[src/rtl/conversor_display_pkg.sv]
// Shared types and constants for the binary-to-7-segment display converter.
package conversor_display_pkg;

  localparam int unsigned W_VALOR = 32;
  localparam int unsigned W_MAG   = 17;
  localparam int unsigned W_BCD   = 20;
  localparam int unsigned W_CNT   = 5;
  localparam int unsigned N_DIG   = 5;
  localparam int unsigned N_ITER  = 17;
  localparam int unsigned MAX_POS = 99999;
  localparam int unsigned MAX_NEG = 9999;

  typedef enum logic [1:0] {
    OCIOSO   = 2'd0,
    CONVERTE = 2'd1,
    ATUALIZA = 2'd2
  } estado_t;

  // Segments a..g, active-low
  typedef logic [0:6] seg_t;

  localparam seg_t BLANK    = 7'b1111111;
  localparam seg_t DASH     = 7'b1111110;
  localparam seg_t LETTER_E = 7'b0110000;
  localparam seg_t DIG0     = 7'b0000001;
  localparam seg_t DIG1     = 7'b1001111;
  localparam seg_t DIG2     = 7'b0010010;
  localparam seg_t DIG3     = 7'b0000110;
  localparam seg_t DIG4     = 7'b1001100;
  localparam seg_t DIG5     = 7'b0100100;
  localparam seg_t DIG6     = 7'b0100000;
  localparam seg_t DIG7     = 7'b0001111;
  localparam seg_t DIG8     = 7'b0000000;
  localparam seg_t DIG9     = 7'b0000100;

  function automatic seg_t digito_para_seg(input logic [3:0] d);
    case (d)
      4'd0:    return DIG0;
      4'd1:    return DIG1;
      4'd2:    return DIG2;
      4'd3:    return DIG3;
      4'd4:    return DIG4;
      4'd5:    return DIG5;
      4'd6:    return DIG6;
      4'd7:    return DIG7;
      4'd8:    return DIG8;
      4'd9:    return DIG9;
      default: return BLANK;
    endcase
  endfunction

endpackage

[src/rtl/decodificador_7seg.sv]
// Combinational BCD digit to active-low 7-segment decoder with blanking.
module decodificador_7seg
  import conversor_display_pkg::*;
(
  input  logic [3:0] digito,
  input  logic       apagado,
  output seg_t       seg_c
);

  always_comb begin
    seg_c = BLANK;
    if (!apagado) seg_c = digito_para_seg(digito);
  end

endmodule

[src/rtl/conversor_display.sv]
// Converts a signed 32-bit value to five 7-segment digits via serial double-dabble.
module conversor_display
  import conversor_display_pkg::*;
(
  input  logic               clk,
  input  logic               rst,
  input  logic [W_VALOR-1:0] valor,
  input  logic               carrega,
  output logic               ocupado,
  output logic               pronto,
  output seg_t               disp1,
  output seg_t               disp2,
  output seg_t               disp3,
  output seg_t               disp4,
  output seg_t               disp5
);

  estado_t            estado_q, estado_d;
  logic [W_CNT-1:0]   cnt_q, cnt_d;
  logic [W_MAG-1:0]   mag_q, mag_d;
  logic [W_BCD-1:0]   bcd_q, bcd_d;
  logic               neg_q, neg_d;
  logic               ovf_q, ovf_d;
  logic               ocupado_q, ocupado_d;
  logic               pronto_q, pronto_d;
  seg_t               disp_q [N_DIG];
  seg_t               disp_d [N_DIG];

  logic [W_VALOR-1:0] abs_c;
  logic               neg_c;
  logic               ovf_c;
  logic [W_BCD-1:0]   bcd_adj_c;
  logic [N_DIG-1:0]   apagado_c;
  seg_t               seg_c   [N_DIG];
  seg_t               final_c [N_DIG];

  // Magnitude and range check of the incoming value (-2^31 stays out of range)
  always_comb begin
    neg_c = valor[W_VALOR-1];
    abs_c = neg_c ? (~valor + W_VALOR'(1)) : valor;
    ovf_c = neg_c ? (abs_c > W_VALOR'(MAX_NEG)) : (valor > W_VALOR'(MAX_POS));
  end

  // Add-3 correction applied before each shift
  always_comb begin
    bcd_adj_c = bcd_q;
    for (int i = 0; i < int'(N_DIG); i++) begin
      if (bcd_q[4*i +: 4] >= 4'd5) bcd_adj_c[4*i +: 4] = bcd_q[4*i +: 4] + 4'd3;
    end
  end

  // Leading zeros blank from the top down; units digit always shown
  always_comb begin
    apagado_c = '0;
    apagado_c[N_DIG-1] = (bcd_q[4*(N_DIG-1) +: 4] == 4'd0);
    for (int i = int'(N_DIG) - 2; i >= 1; i--) begin
      apagado_c[i] = apagado_c[i+1] && (bcd_q[4*i +: 4] == 4'd0);
    end
  end

  for (genvar g = 0; g < int'(N_DIG); g++) begin : g_dec
    decodificador_7seg u_dec (
      .digito  (bcd_q[4*g +: 4]),
      .apagado (apagado_c[g]),
      .seg_c   (seg_c[g])
    );
  end

  always_comb begin
    for (int i = 0; i < int'(N_DIG); i++) begin
      final_c[i] = seg_c[i];
      if (neg_q && (i == int'(N_DIG) - 1)) final_c[i] = DASH;
      if (ovf_q) final_c[i] = LETTER_E;
    end
  end

  always_comb begin
    estado_d = estado_q;
    cnt_d    = cnt_q;
    mag_d    = mag_q;
    bcd_d    = bcd_q;
    neg_d    = neg_q;
    ovf_d    = ovf_q;
    pronto_d = 1'b0;
    for (int i = 0; i < int'(N_DIG); i++) disp_d[i] = disp_q[i];

    case (estado_q)
      OCIOSO: begin
        if (carrega) begin
          neg_d    = neg_c;
          ovf_d    = ovf_c;
          mag_d    = abs_c[W_MAG-1:0];
          cnt_d    = W_CNT'(N_ITER);
          bcd_d    = '0;
          estado_d = CONVERTE;
        end
      end
      CONVERTE: begin
        bcd_d = {bcd_adj_c[W_BCD-2:0], mag_q[W_MAG-1]};
        mag_d = {mag_q[W_MAG-2:0], 1'b0};
        cnt_d = cnt_q - W_CNT'(1);
        if (cnt_q == W_CNT'(1)) estado_d = ATUALIZA;
      end
      ATUALIZA: begin
        for (int i = 0; i < int'(N_DIG); i++) disp_d[i] = final_c[i];
        pronto_d = 1'b1;
        estado_d = OCIOSO;
      end
      default: estado_d = OCIOSO;
    endcase

    ocupado_d = (estado_d != OCIOSO);
  end

  always_ff @(posedge clk or negedge rst) begin
    if (!rst) begin
      estado_q  <= OCIOSO;
      cnt_q     <= '0;
      mag_q     <= '0;
      bcd_q     <= '0;
      neg_q     <= 1'b0;
      ovf_q     <= 1'b0;
      ocupado_q <= 1'b0;
      pronto_q  <= 1'b0;
      for (int i = 0; i < int'(N_DIG); i++) disp_q[i] <= BLANK;
    end else begin
      estado_q  <= estado_d;
      cnt_q     <= cnt_d;
      mag_q     <= mag_d;
      bcd_q     <= bcd_d;
      neg_q     <= neg_d;
      ovf_q     <= ovf_d;
      ocupado_q <= ocupado_d;
      pronto_q  <= pronto_d;
      for (int i = 0; i < int'(N_DIG); i++) disp_q[i] <= disp_d[i];
    end
  end

  assign ocupado = ocupado_q;
  assign pronto  = pronto_q;
  assign disp1   = disp_q[0];
  assign disp2   = disp_q[1];
  assign disp3   = disp_q[2];
  assign disp4   = disp_q[3];
  assign disp5   = disp_q[4];

endmodule

[config.mk]
export PLATFORM = sky130hd
export DESIGN_NAME = conversor_display
export DESIGN_NICKNAME = d
export VERILOG_FILES = /design/src/rtl/conversor_display_pkg.sv /design/src/rtl/decodificador_7seg.sv /design/src/rtl/conversor_display.sv
export SDC_FILE = /design/constraint.sdc
export NUM_CORES = 1
export LEC_CHECK = 0
export BUFFER_PORTS_ARGS = -buffer_cell sky130_fd_sc_hd__buf_2
export CORE_AREA = 10 10 120 122
export DETAILED_ROUTE_END_ITERATION = 8
export DIE_AREA = 0 0 130 132
export PLACE_DENSITY = 0.69
export SLEW_MARGIN = 40
export SYNTH_ARGS = -nofsm -noshare
export SYNTH_HDL_FRONTEND = slang
export SYNTH_HIERARCHICAL = 1
export SYNTH_SLANG_ARGS = --single-unit
export TNS_END_PERCENT = 20
[constraint.sdc]
create_clock -name clk -period 3.4 [get_ports clk]
set_input_delay 0.34 -clock clk [delete_from_list [all_inputs] [get_ports clk]]
set_output_delay 0.34 -clock clk [all_outputs]
set_load 0.005 [all_outputs]
==> results.sh, run 1 <==
export IMPL_fin_hold_ws_ps=59.59
export IMPL_track_usage=0.1579
export IMPL_fin_ws_ps=517.0
export IMPL_netlist_area_leader_share=0.2040
export IMPL_multiInputGateArea_sq_um=3477
export IMPL_timing_setup_tns_ps=0
export IMPL_start_kind="flip-flop"
export IMPL_r2r_start="bcd_q[17]$_DFFE_PN0P_"
export IMPL_wl_um=13310
export IMPL_die_w_um=130
export IMPL_io_buffers=71
export IMPL_ant_nets=0
export IMPL_ys_ff_latch=83
export IMPL_fin_crit_sh=0.8479
export IMPL_status="completed"
export IMPL_hold_path_class="input pin to async pin"
export IMPL_cts_sinks=83
export IMPL_num_rows=40
export IMPL_critical_path_class="flip-flop to flip-flop"
export IMPL_leakagePower_nw=2.924
export IMPL_die_h_um=132
export IMPL_antenna_found_initial=0
export IMPL_pin_count=72
export IMPL_nNetsFinal=825
export IMPL_core_area_sq_um=11910
export IMPL_yosysUniqueCellTypes=60
export IMPL_seq_area_sq_um=2122
export IMPL_cts_setup_buffers=0
export IMPL_fin_skew_ps=6.031
export IMPL_synth_edff_count=0
export IMPL_max_freq_mhz=346.9
export IMPL_h_tree_depth=3
export IMPL_slew_viol_final=0
export IMPL_antennaDiodeCount=0
export IMPL_vias=5006
export IMPL_via_per_inst=5.556
export IMPL_post_route_min_period_ps=2883
export IMPL_power_density_nw_per_um2=844.9
export IMPL_synthFlopType="dfrtp_1"
export IMPL_netlist_instances=691
export IMPL_timing_hold_violations_final=0
export IMPL_setup_viol=0
export IMPL_slew_headroom=0.5090
export IMPL_clk_pin_slew_ps=60
export IMPL_numCtsBuffers=9
export IMPL_drc=0
export IMPL_grt_pass1_vias=5000
export IMPL_dr_pass1_iters=4
export IMPL_drive_above_1_share=0.2029
export IMPL_avgSynthCellArea_sq_um=8.519
export IMPL_crit_path_end_kind="flip-flop"
export IMPL_area_delta_synth_final_pct=12.75
export IMPL_finalPower_mw=5.608
export IMPL_cts_hold_buf=0
export IMPL_gp_congestion=0.9121
export IMPL_synthArstFlopShare=1.000
export IMPL_synth_largest_area_cell="dfrtp_1"
export IMPL_vdd_drop_max_v=0.0003134
export IMPL_synth_area_leaders="dfrtp_1 (20%), dfstp_2 (16%), ha_1 (8.7%)"
export IMPL_yosysSeqAreaShare=0.3603
export IMPL_drt_iter0_markers=260
export IMPL_dieArea_sq_um=17160
export IMPL_critPathLaunch="bcd_q[17]$_DFFE_PN0P_"
export IMPL_required_ps=3660
export IMPL_initial_utilization=0.4942
export IMPL_netlist_area_sq_um=5887
export IMPL_rsz0062_at_grt="no"
export IMPL_place_ws_ps=475.9
export IMPL_path_max_fanout=9
export IMPL_tritoncts="done"
export IMPL_yosys_warnings=6
export IMPL_grt_pass1_wl_um=23090
export IMPL_arrival_ps=3140
export IMPL_fill_cells=1102
export IMPL_root_buffer="clkbuf_16"
export IMPL_tightestPinTransition_ps=736.5
export IMPL_clk_latency_ps=340
export IMPL_max_cap_viol_count=0
export IMPL_grt_max_degree=84
export IMPL_post_cts_resized=0
export IMPL_wl_per_cell_um=14.77
export IMPL_grt_remaining_overflow=0
export IMPL_dp_hpwl_um=9977
export IMPL_cts_buffer_depth=2
==> cells in the mapped netlist, types with 6 or more instances <==
| cell | instances |
|---|---|
| o21ai_0 | 88 |
| nand2_1 | 65 |
| a21oi_1 | 49 |
| dfrtp_1 | 48 |
| nand2b_1 | 43 |
| nor2_1 | 42 |
| ha_1 | 41 |
| inv_1 | 39 |
| dfstp_2 | 35 |
| clkbuf_1 | 23 |
| xor2_1 | 20 |
| nand3_1 | 17 |
| a22oi_1 | 15 |
| nor3_1 | 12 |
| o31ai_1 | 11 |
| xnor2_1 | 11 |
| o21ai_1 | 8 |
| nor4_1 | 7 |
| o22ai_1 | 7 |
| or4_1 | 7 |
| buf_1 | 6 |
| nor2b_1 | 6 |
==> power breakdown <==
| group | internal (mW) | switching, mW | leakage, nW |
|---|---|---|---|
| Combinational | 1.16 | 1.41 | 1.81 |
| Sequential | 1.51 | 0.509 | 0.967 |
| Clock | 0.637 | 0.375 | 0.148 |
| Total | 3.31 | 2.29 | 2.92 |
==> layer usage <==
layer | GRT usage | part of all wire | vias up
li1 | - | - | 2537
met3 | 0.03902 | 0.048 | 12
met4 | 0.04625 | 0.012 | 0
met5 | 0 | 0 | -
met2 | 0.2516 | 0.45 | 106
met1 | 0.2050 | 0.49 | 2351
==> final timing paths <==
kind	end	slack, ps	depth (start not counted)
min	pronto$_DFF_PN0_	60	1
max	disp2[1]$_DFFE_PN1P_	520	11
max in group asynchronous	ovf_q$_DFFE_PN0P_	2810	1
max reg2reg	disp2[1]$_DFFE_PN1P_	520	11
min reg2reg	disp4[4]$_DFFE_PN1P_	450	2
min in group clk	mag_q[0]$_DFFE_PN0P_	290	3
==> cells by family (layout without fill, tap and decap cells) <==
family | Yosys count | count (layout) | share of synthesized area
multiplexers | 2 | 2 | 0.003401
AO/OA/AOI/OAI | 215 | 215 | 0.2176
buffers and inverters | 74 | 131 | 0.05377
XOR/XNOR | 31 | 31 | 0.04612
flip-flops | 83 | 83 | 0.3603
AND/OR/NAND/NOR | 244 | 244 | 0.2310
adder cells (fa/ha/maj) | 41 | 41 | 0.08714
other | 1 | 7 | 0.0006370
==> flip-flops by register name, summed over array words and instances (netlist names) <==
register and cells:
bcd_q 20, cnt_q 5, disp1 7, disp2 7, disp3 7, disp4 7
disp5 7, estado_q 2, mag_q 17, neg_q 1, ocupado 1, ovf_q 1
pronto 1
==> layout by cell type, fill, tap and decap left out, drive strengths merged, types with 8 or more instances in the layout <==
master,synthesis,final
dfrtp,48,48
clkbuf,23,10
nand2,65,65
nor3,17,17
nor4,9,9
nand3,17,17
o21ai,96,96
a21oi,49,49
inv,39,39
nor3b,8,8
xnor2,11,11
buf,12,76
o31ai,11,11
a22oi,15,15
or4,8,8
dfstp,35,35
xor2,20,20
ha,41,41
nand2b,48,48
nor2,42,42
==> layout make-up <==
type | count | area share
clock buffers | 10 | 0.03450
clock inverters | 6 | 0.01206
inverters | 39 | 0.02205
multi-input cells | 540 | 0.5238
flip-flops and latches | 83 | 0.3197
well taps | 147 | 0.02771
repair buffers | 76 | 0.06013
==> worst max-delay path, cell delays in order (launching register included) <==
cell and delay (ps):
dfrtp_1 470, inv_1 130, ha_1 210, nor3b_1 200, buf_4 180, and3_1 330
and3_1 370, and3_1 360, nor2_1 140, a21oi_1 180, nand2b_1 70, o21ai_0 160
==> stage by stage <==
step,cell area (sq um),instances,utilization
after floorplan,5909,697,-
after global placement,6321,885,0.5307
after detailed placement,6327,885,0.5312
after CTS,6636,901,0.5571
after global routing,6638,901,0.5572
final,6638,901,0.5572
No activity file was read; power rests on OpenSTA's default activity.
==> run 2: changes to the inputs <==
clock period = 2.9 ns   (was 3.4 ns; I/O delays follow)
==> results.sh, run 2 (same netlist as run 1, synthesis figures left out) <==
export IMPL_status="finished, violations left"
export IMPL_violations="hold timing"
export IMPL_clk_latency_ps=340
export IMPL_top_register="bcd_q"
export IMPL_cts_buffer_depth=2
export IMPL_critical_path_class="flip-flop to flip-flop"
export IMPL_ff2ff_path_depth=10
export IMPL_max_freq_mhz=404.1
export IMPL_fin_ws_ps=425.6
export IMPL_finalPower_mw=6.500
export IMPL_root_buffer="clkbuf_16"
export IMPL_numCtsBuffers=9
export IMPL_max_cap_viol_count=0
export IMPL_top_regs="bcd_q x20, mag_q x17"
export IMPL_timing_hold_violations_final=1
export IMPL_final_common_cell="o21ai_0"
export IMPL_largest_reg_flops=20
export IMPL_ant_nets=0
export IMPL_hold_path_class="input pin to async pin"
export IMPL_track_usage=0.1636
export IMPL_grt_pass1_vias=5142
export IMPL_tritoncts="done"
export IMPL_place_ws_ps=134.2
export IMPL_dr_pass1_iters=4
export IMPL_grt_remaining_overflow=0
export IMPL_drc=0
export IMPL_place_area_sq_um=6385
export IMPL_cts_hold_buf=0
export IMPL_required_ps=3160
export IMPL_dp_hpwl_um=10420
export IMPL_gp_congestion=0.8864
export IMPL_wl_per_cell_um=15.22
export IMPL_initial_utilization=0.4942
export IMPL_h_tree_depth=3
export IMPL_path_max_fanout=9
export IMPL_setup_viol=0
export IMPL_cts_sinks=83
export IMPL_slew_viol_final=0
export IMPL_dieArea_sq_um=17160
export IMPL_r2r_start="bcd_q[17]$_DFFE_PN0P_"
export IMPL_via_per_inst=5.617
export IMPL_dp_cells=893
export IMPL_start_kind="flip-flop"
export IMPL_vias=5106
export IMPL_die_h_um=132
export IMPL_io_buffers=71
export IMPL_clk_pin_slew_ps=60
export IMPL_grt_max_degree=84
export IMPL_grt_pass1_wl_um=23920
export IMPL_design_area_sq_um=6664
export IMPL_nNetsFinal=833
export IMPL_die_w_um=130
export IMPL_rsz0062_at_grt="no"
export IMPL_crit_path_end_kind="flip-flop"
export IMPL_cts_setup_buffers=0
export IMPL_reg2reg_setup_slack_ps=430
export IMPL_arrival_ps=2740
export IMPL_num_rows=40
export IMPL_final_cells=909
export IMPL_drt_iter0_markers=296
export IMPL_fin_hold_ws_ps=-4.992
export IMPL_pin_count=72
export IMPL_area_delta_synth_final_pct=13.20
export IMPL_timing_setup_tns_ps=0
export IMPL_drive_above_1_share=0.2139
export IMPL_power_density_nw_per_um2=975.3
export IMPL_tightestPinTransition_ps=745.1
export IMPL_leakagePower_nw=2.954
export IMPL_slew_headroom=0.4904
export IMPL_antenna_found_initial=0
export IMPL_vdd_drop_max_v=0.0003529
export IMPL_fin_skew_ps=7.240
export IMPL_post_route_min_period_ps=2474
export IMPL_layout_common_cells="o21ai_0 (88), buf_2 (70), nand2_1 (65), a21oi_1 (49), dfrtp_1 (47)"
export IMPL_wl_um=13840
export IMPL_core_area_sq_um=11910
export IMPL_antennaDiodeCount=0
export IMPL_post_cts_resized=0
export IMPL_fin_crit_sh=0.8532
export IMPL_finish_utilization=0.5595
export IMPL_r2r_end="disp2[3]$_DFFE_PN1P_"
==> run 2: cell count changes in the layout (fill, tap and decap cells not counted) <==
cell / previous run / this run
buf_4: 5 / 13
nor2_1: 41 / 42
clkinv_4: 0 / 2
bufinv_16: 2 / 0
clkinv_2: 1 / 2
inv_6: 0 / 2
clkbuf_1: 1 / 0
clkinv_1: 2 / 0
nor2_2: 1 / 0
==> run 2: cell type report <==
class / instances / area, sq um
clock buffer: 9 / 225.2
clock inverter: 7 / 52.55
fill: 1111 / 5248
inverter: 39 / 146.4
multi-input combinational: 540 / 3475
sequential: 83 / 2122
tap: 147 / 183.9
timing repair buffer: 84 / 459.2
==> run 2: report_power, final <==
group          total [mW]  switching [mW]  internal [mW]  leakage [nW]
sequential           2.38           0.609           1.78         0.967
clock                1.06           0.479          0.585         0.136
combinational        3.05            1.67           1.38          1.85
total                6.50            2.76           3.74          2.95
==> run 2: worst max-delay path by stage <==
stage                                     start                    to  slack [ps]
after CTS                 bcd_q[17]$_DFFE_PN0P_  disp2[3]$_DFFE_PN1P_         380
after floorplan           bcd_q[17]$_DFFE_PN0P_  disp2[3]$_DFFE_PN1P_          60
after global placement                 valor[0]     ovf_q$_DFFE_PN0P_         230
after detailed placement               valor[0]     ovf_q$_DFFE_PN0P_         130
after global routing      bcd_q[17]$_DFFE_PN0P_  disp2[6]$_DFFE_PN1P_         120
final                     bcd_q[17]$_DFFE_PN0P_  disp2[3]$_DFFE_PN1P_         430
==> run 2: per-layer routing <==
layer,vias to the layer above,routed length (um),global-route usage
li1,2571,-,-
met1,2369,6344,0.2087
met2,144,6392,0.2609
met3,22,798,0.03942
met4,0,300,0.05875
met5,-,0,0
==> run 2: worst max-delay path: stages (launching register included) <==
cell and delay, ps:
dfrtp_1 480, inv_1 130, ha_1 210, nor3b_1 260, and3_1 240, and3_1 190
and3_1 320, nor2_1 130, a21oi_1 220, nand2b_1 70, o21ai_0 150
==> run 3: changes to the inputs <==
ABC_AREA = 1   (was unset)
CORE_AREA = 2 2 117 119   (was 10 10 120 122)
DIE_AREA = 0 0 119 121   (was 0 0 130 132)
PLACE_DENSITY = unset   (was 0.69)
==> results.sh, run 3 <==
export IMPL_max_freq_mhz=454.4
export IMPL_io_buffers=71
export IMPL_post_route_min_period_ps=2201
export IMPL_dp_hpwl_um=10200
export IMPL_violations="hold timing"
export IMPL_synthTopCellsByCount="nand2_1 (217), inv_1 (89), nand3_1 (64), nor2_1 (61), dfrtp_1 (48)"
export IMPL_critical_path_class="flip-flop to flip-flop"
export IMPL_cts_buffer_depth=2
export IMPL_design_area_sq_um=6660
export IMPL_clk_latency_ps=340
export IMPL_dp_cells=1013
export IMPL_cpPeakStageDelay_ps=450
export IMPL_crit_chain="inv_1 -> ha_1 -> inv_1 -> nor3_1 -> nand3_1 -> inv_1 -> nand3_1 -> nor2_1 -> nor2_4 -> nand2_1 -> a22o_1"
export IMPL_antennaDiodeCount=0
export IMPL_cts_sinks=83
export IMPL_avgSynthCellArea_sq_um=7.470
export IMPL_final_common_cell="nand2_1"
export IMPL_status="finished, violations left"
export IMPL_top_regs="bcd_q x20, mag_q x17"
export IMPL_cts_hold_buf=0
export IMPL_fin_ws_ps=699.2
export IMPL_fill_cells=1295
export IMPL_drive_above_1_share=0.2134
export IMPL_ant_nets=0
export IMPL_nNetsFinal=924
export IMPL_area_delta_synth_final_pct=14.60
export IMPL_gp_congestion=0.8886
export IMPL_wl_per_cell_um=12.98
export IMPL_drc=0
export IMPL_yosysUniqueCellTypes=38
export IMPL_synthFlopType="dfrtp_1"
export IMPL_fin_skew_ps=7.486
export IMPL_slew_viol_final=0
export IMPL_yosysSeqAreaShare=0.3649
export IMPL_die_w_um=119
export IMPL_initial_utilization=0.4442
export IMPL_combPwrFrac=0.476
export IMPL_netlist_area_sq_um=5812
export IMPL_arrival_ps=2480
export IMPL_numCtsBuffers=9
export IMPL_netlist_area_leader_share=0.2067
export IMPL_wl_um=13350
export IMPL_tightestPinTransition_ps=650.7
export IMPL_die_h_um=121
export IMPL_post_cts_resized=0
export IMPL_drt_iter0_markers=335
export IMPL_grt_pass1_wl_um=23140
export IMPL_ys_ff_latch=83
export IMPL_largest_reg_flops=20
export IMPL_root_buffer="clkbuf_16"
export IMPL_place_ws_ps=694.9
export IMPL_power_density_nw_per_um2=971.6
export IMPL_required_ps=3180
export IMPL_fin_crit_sh=0.7589
export IMPL_synth_top_family_by_area="simple AND/OR/NAND/NOR gates"
export IMPL_p_switching_mw=2.758
export IMPL_num_rows=42
export IMPL_crit_path_end_kind="flip-flop"
export IMPL_path_max_fanout=7
export IMPL_rsz0062_at_grt="no"
export IMPL_vdd_drop_max_v=0.0003876
export IMPL_core_area_sq_um=13090
export IMPL_synthXorXnorAreaFrac=0.02713
export IMPL_antenna_found_initial=0
export IMPL_critical_path_slowest_cell="dfrtp_1"
export IMPL_netlist_instances=778
export IMPL_post_synth_top_count_cell="nand2_1"
export IMPL_finish_utilization=0.5090
export IMPL_pwr_share_seq=0.347
export IMPL_synth_compound_area_frac=0.1434
export IMPL_timing_hold_violations_final=5
export IMPL_finalPower_mw=6.471
export IMPL_via_per_inst=5.054
export IMPL_fin_hold_ws_ps=-4.219
export IMPL_synth_simple_area_share=0.2941
export IMPL_vias=5201
export IMPL_pin_count=72
export IMPL_start_kind="flip-flop"
export IMPL_layout_common_cells="nand2_1 (217), inv_1 (89), buf_2 (70), nand3_1 (64), nor2_1 (60)"
export IMPL_leakagePower_nw=3.366
export IMPL_h_tree_depth=3
export IMPL_cpMostUsedCell="inv_1"
export IMPL_hold_path_class="input pin to async pin"
export IMPL_grt_max_degree=84
export IMPL_power_share_switching=0.4262
export IMPL_clkPwrFrac=0.177
export IMPL_grt_pass1_vias=4960
export IMPL_synthArstFlopShare=1.000
export IMPL_synth_fa_ha_area_frac=0.08827
export IMPL_track_usage=0.1969
export IMPL_muxShareOfSynthArea=0.001722
export IMPL_place_area_sq_um=6364
export IMPL_yosys_warnings=6
export IMPL_grt_remaining_overflow=0
export IMPL_timing_setup_tns_ps=0
export IMPL_p_int_mw=3.713
export IMPL_tritoncts="done"
export IMPL_top_register="bcd_q"
export IMPL_reg2reg_setup_slack_ps=700
export IMPL_clk_pin_slew_ps=60
export IMPL_final_cells=1029
export IMPL_dieArea_sq_um=14400
export IMPL_cts_setup_buffers=0
export IMPL_setup_viol=0
export IMPL_slew_headroom=0.5662
export IMPL_dr_pass1_iters=5
export IMPL_synth_largest_area_cell="dfrtp_1"
export IMPL_synth_edff_count=0
export IMPL_max_cap_viol_count=0
export IMPL_synth_area_leaders="dfrtp_1 (21%), dfstp_2 (16%), nand2_1 (14%)"
## run 3: cell type report
class	instances	area [sq um]	share of cell area
Clock inverter	7	68.82	0.01033
Inverter	102	382.9	0.05749
Sequential cell	83	2121	0.3184
Clock buffer	9	225.2	0.03382
Tap cell	176	220.2	0.03306
Multi-Input combinational cell	575	3233	0.4854
Timing Repair Buffer	77	409.1	0.06143
## run 3: cell families (layout without fill, tap and decap cells)
| family | count (synthesis) | count (layout) |
|---|---|---|
| DFF | 83 | 83 |
| AOI/OAI and AO/OA | 121 | 121 |
| adders and majority gates | 41 | 41 |
| other | 1 | 2 |
| and+or+nand+nor | 392 | 392 |
| muxes | 1 | 1 |
| buffers and inverters | 121 | 195 |
| xor gates and xnor gates | 18 | 18 |
## run 3: critical path: cells and delay by family (launching register included)
kind	cells	cell delay (ps)
compound gates	1	130
fa+ha+maj	1	170
buf+inv	3	350
flops	1	450
simple gates	6	1030
## run 3: final timing paths
path	start	endpoint	cells after the start
setup reg to reg	bcd_q[17]$_DFFE_PN0P_	disp2[6]$_DFFE_PN1P_	11
hold / removal	rst	pronto$_DFF_PN0_	1
max in group asynchronous	rst	bcd_q[1]$_DFFE_PN0P_	1
setup / recovery	bcd_q[17]$_DFFE_PN0P_	disp2[6]$_DFFE_PN1P_	11
hold reg to reg	disp5[1]$_DFFE_PN1P_	disp5[1]$_DFFE_PN1P_	2
min in group clk	valor[2]	mag_q[2]$_DFFE_PN0P_	4
## run 3: power groups by stage
stage	Combinational [mW]	Sequential, mW	Clock, mW
finish	3.08	2.25	1.15
floorplan	2.31	2.19	0
detailed placement	3.10	2.28	0
CTS	3.12	2.26	1.16
global route	3.57	2.34	1.22
global placement	3.03	2.26	0
## run 3: per-layer routing
metal / track usage / part of all wire / up-vias / wire length [um]
met5: 0 / 0 / - / 0
met4: 0.05134 / 0.011 / 0 / 148
met3: 0.03008 / 0.031 / 15 / 417
met2: 0.3459 / 0.49 / 91 / 6609
met1: 0.2532 / 0.46 / 2420 / 6178
li1: - / - / 2675 / -
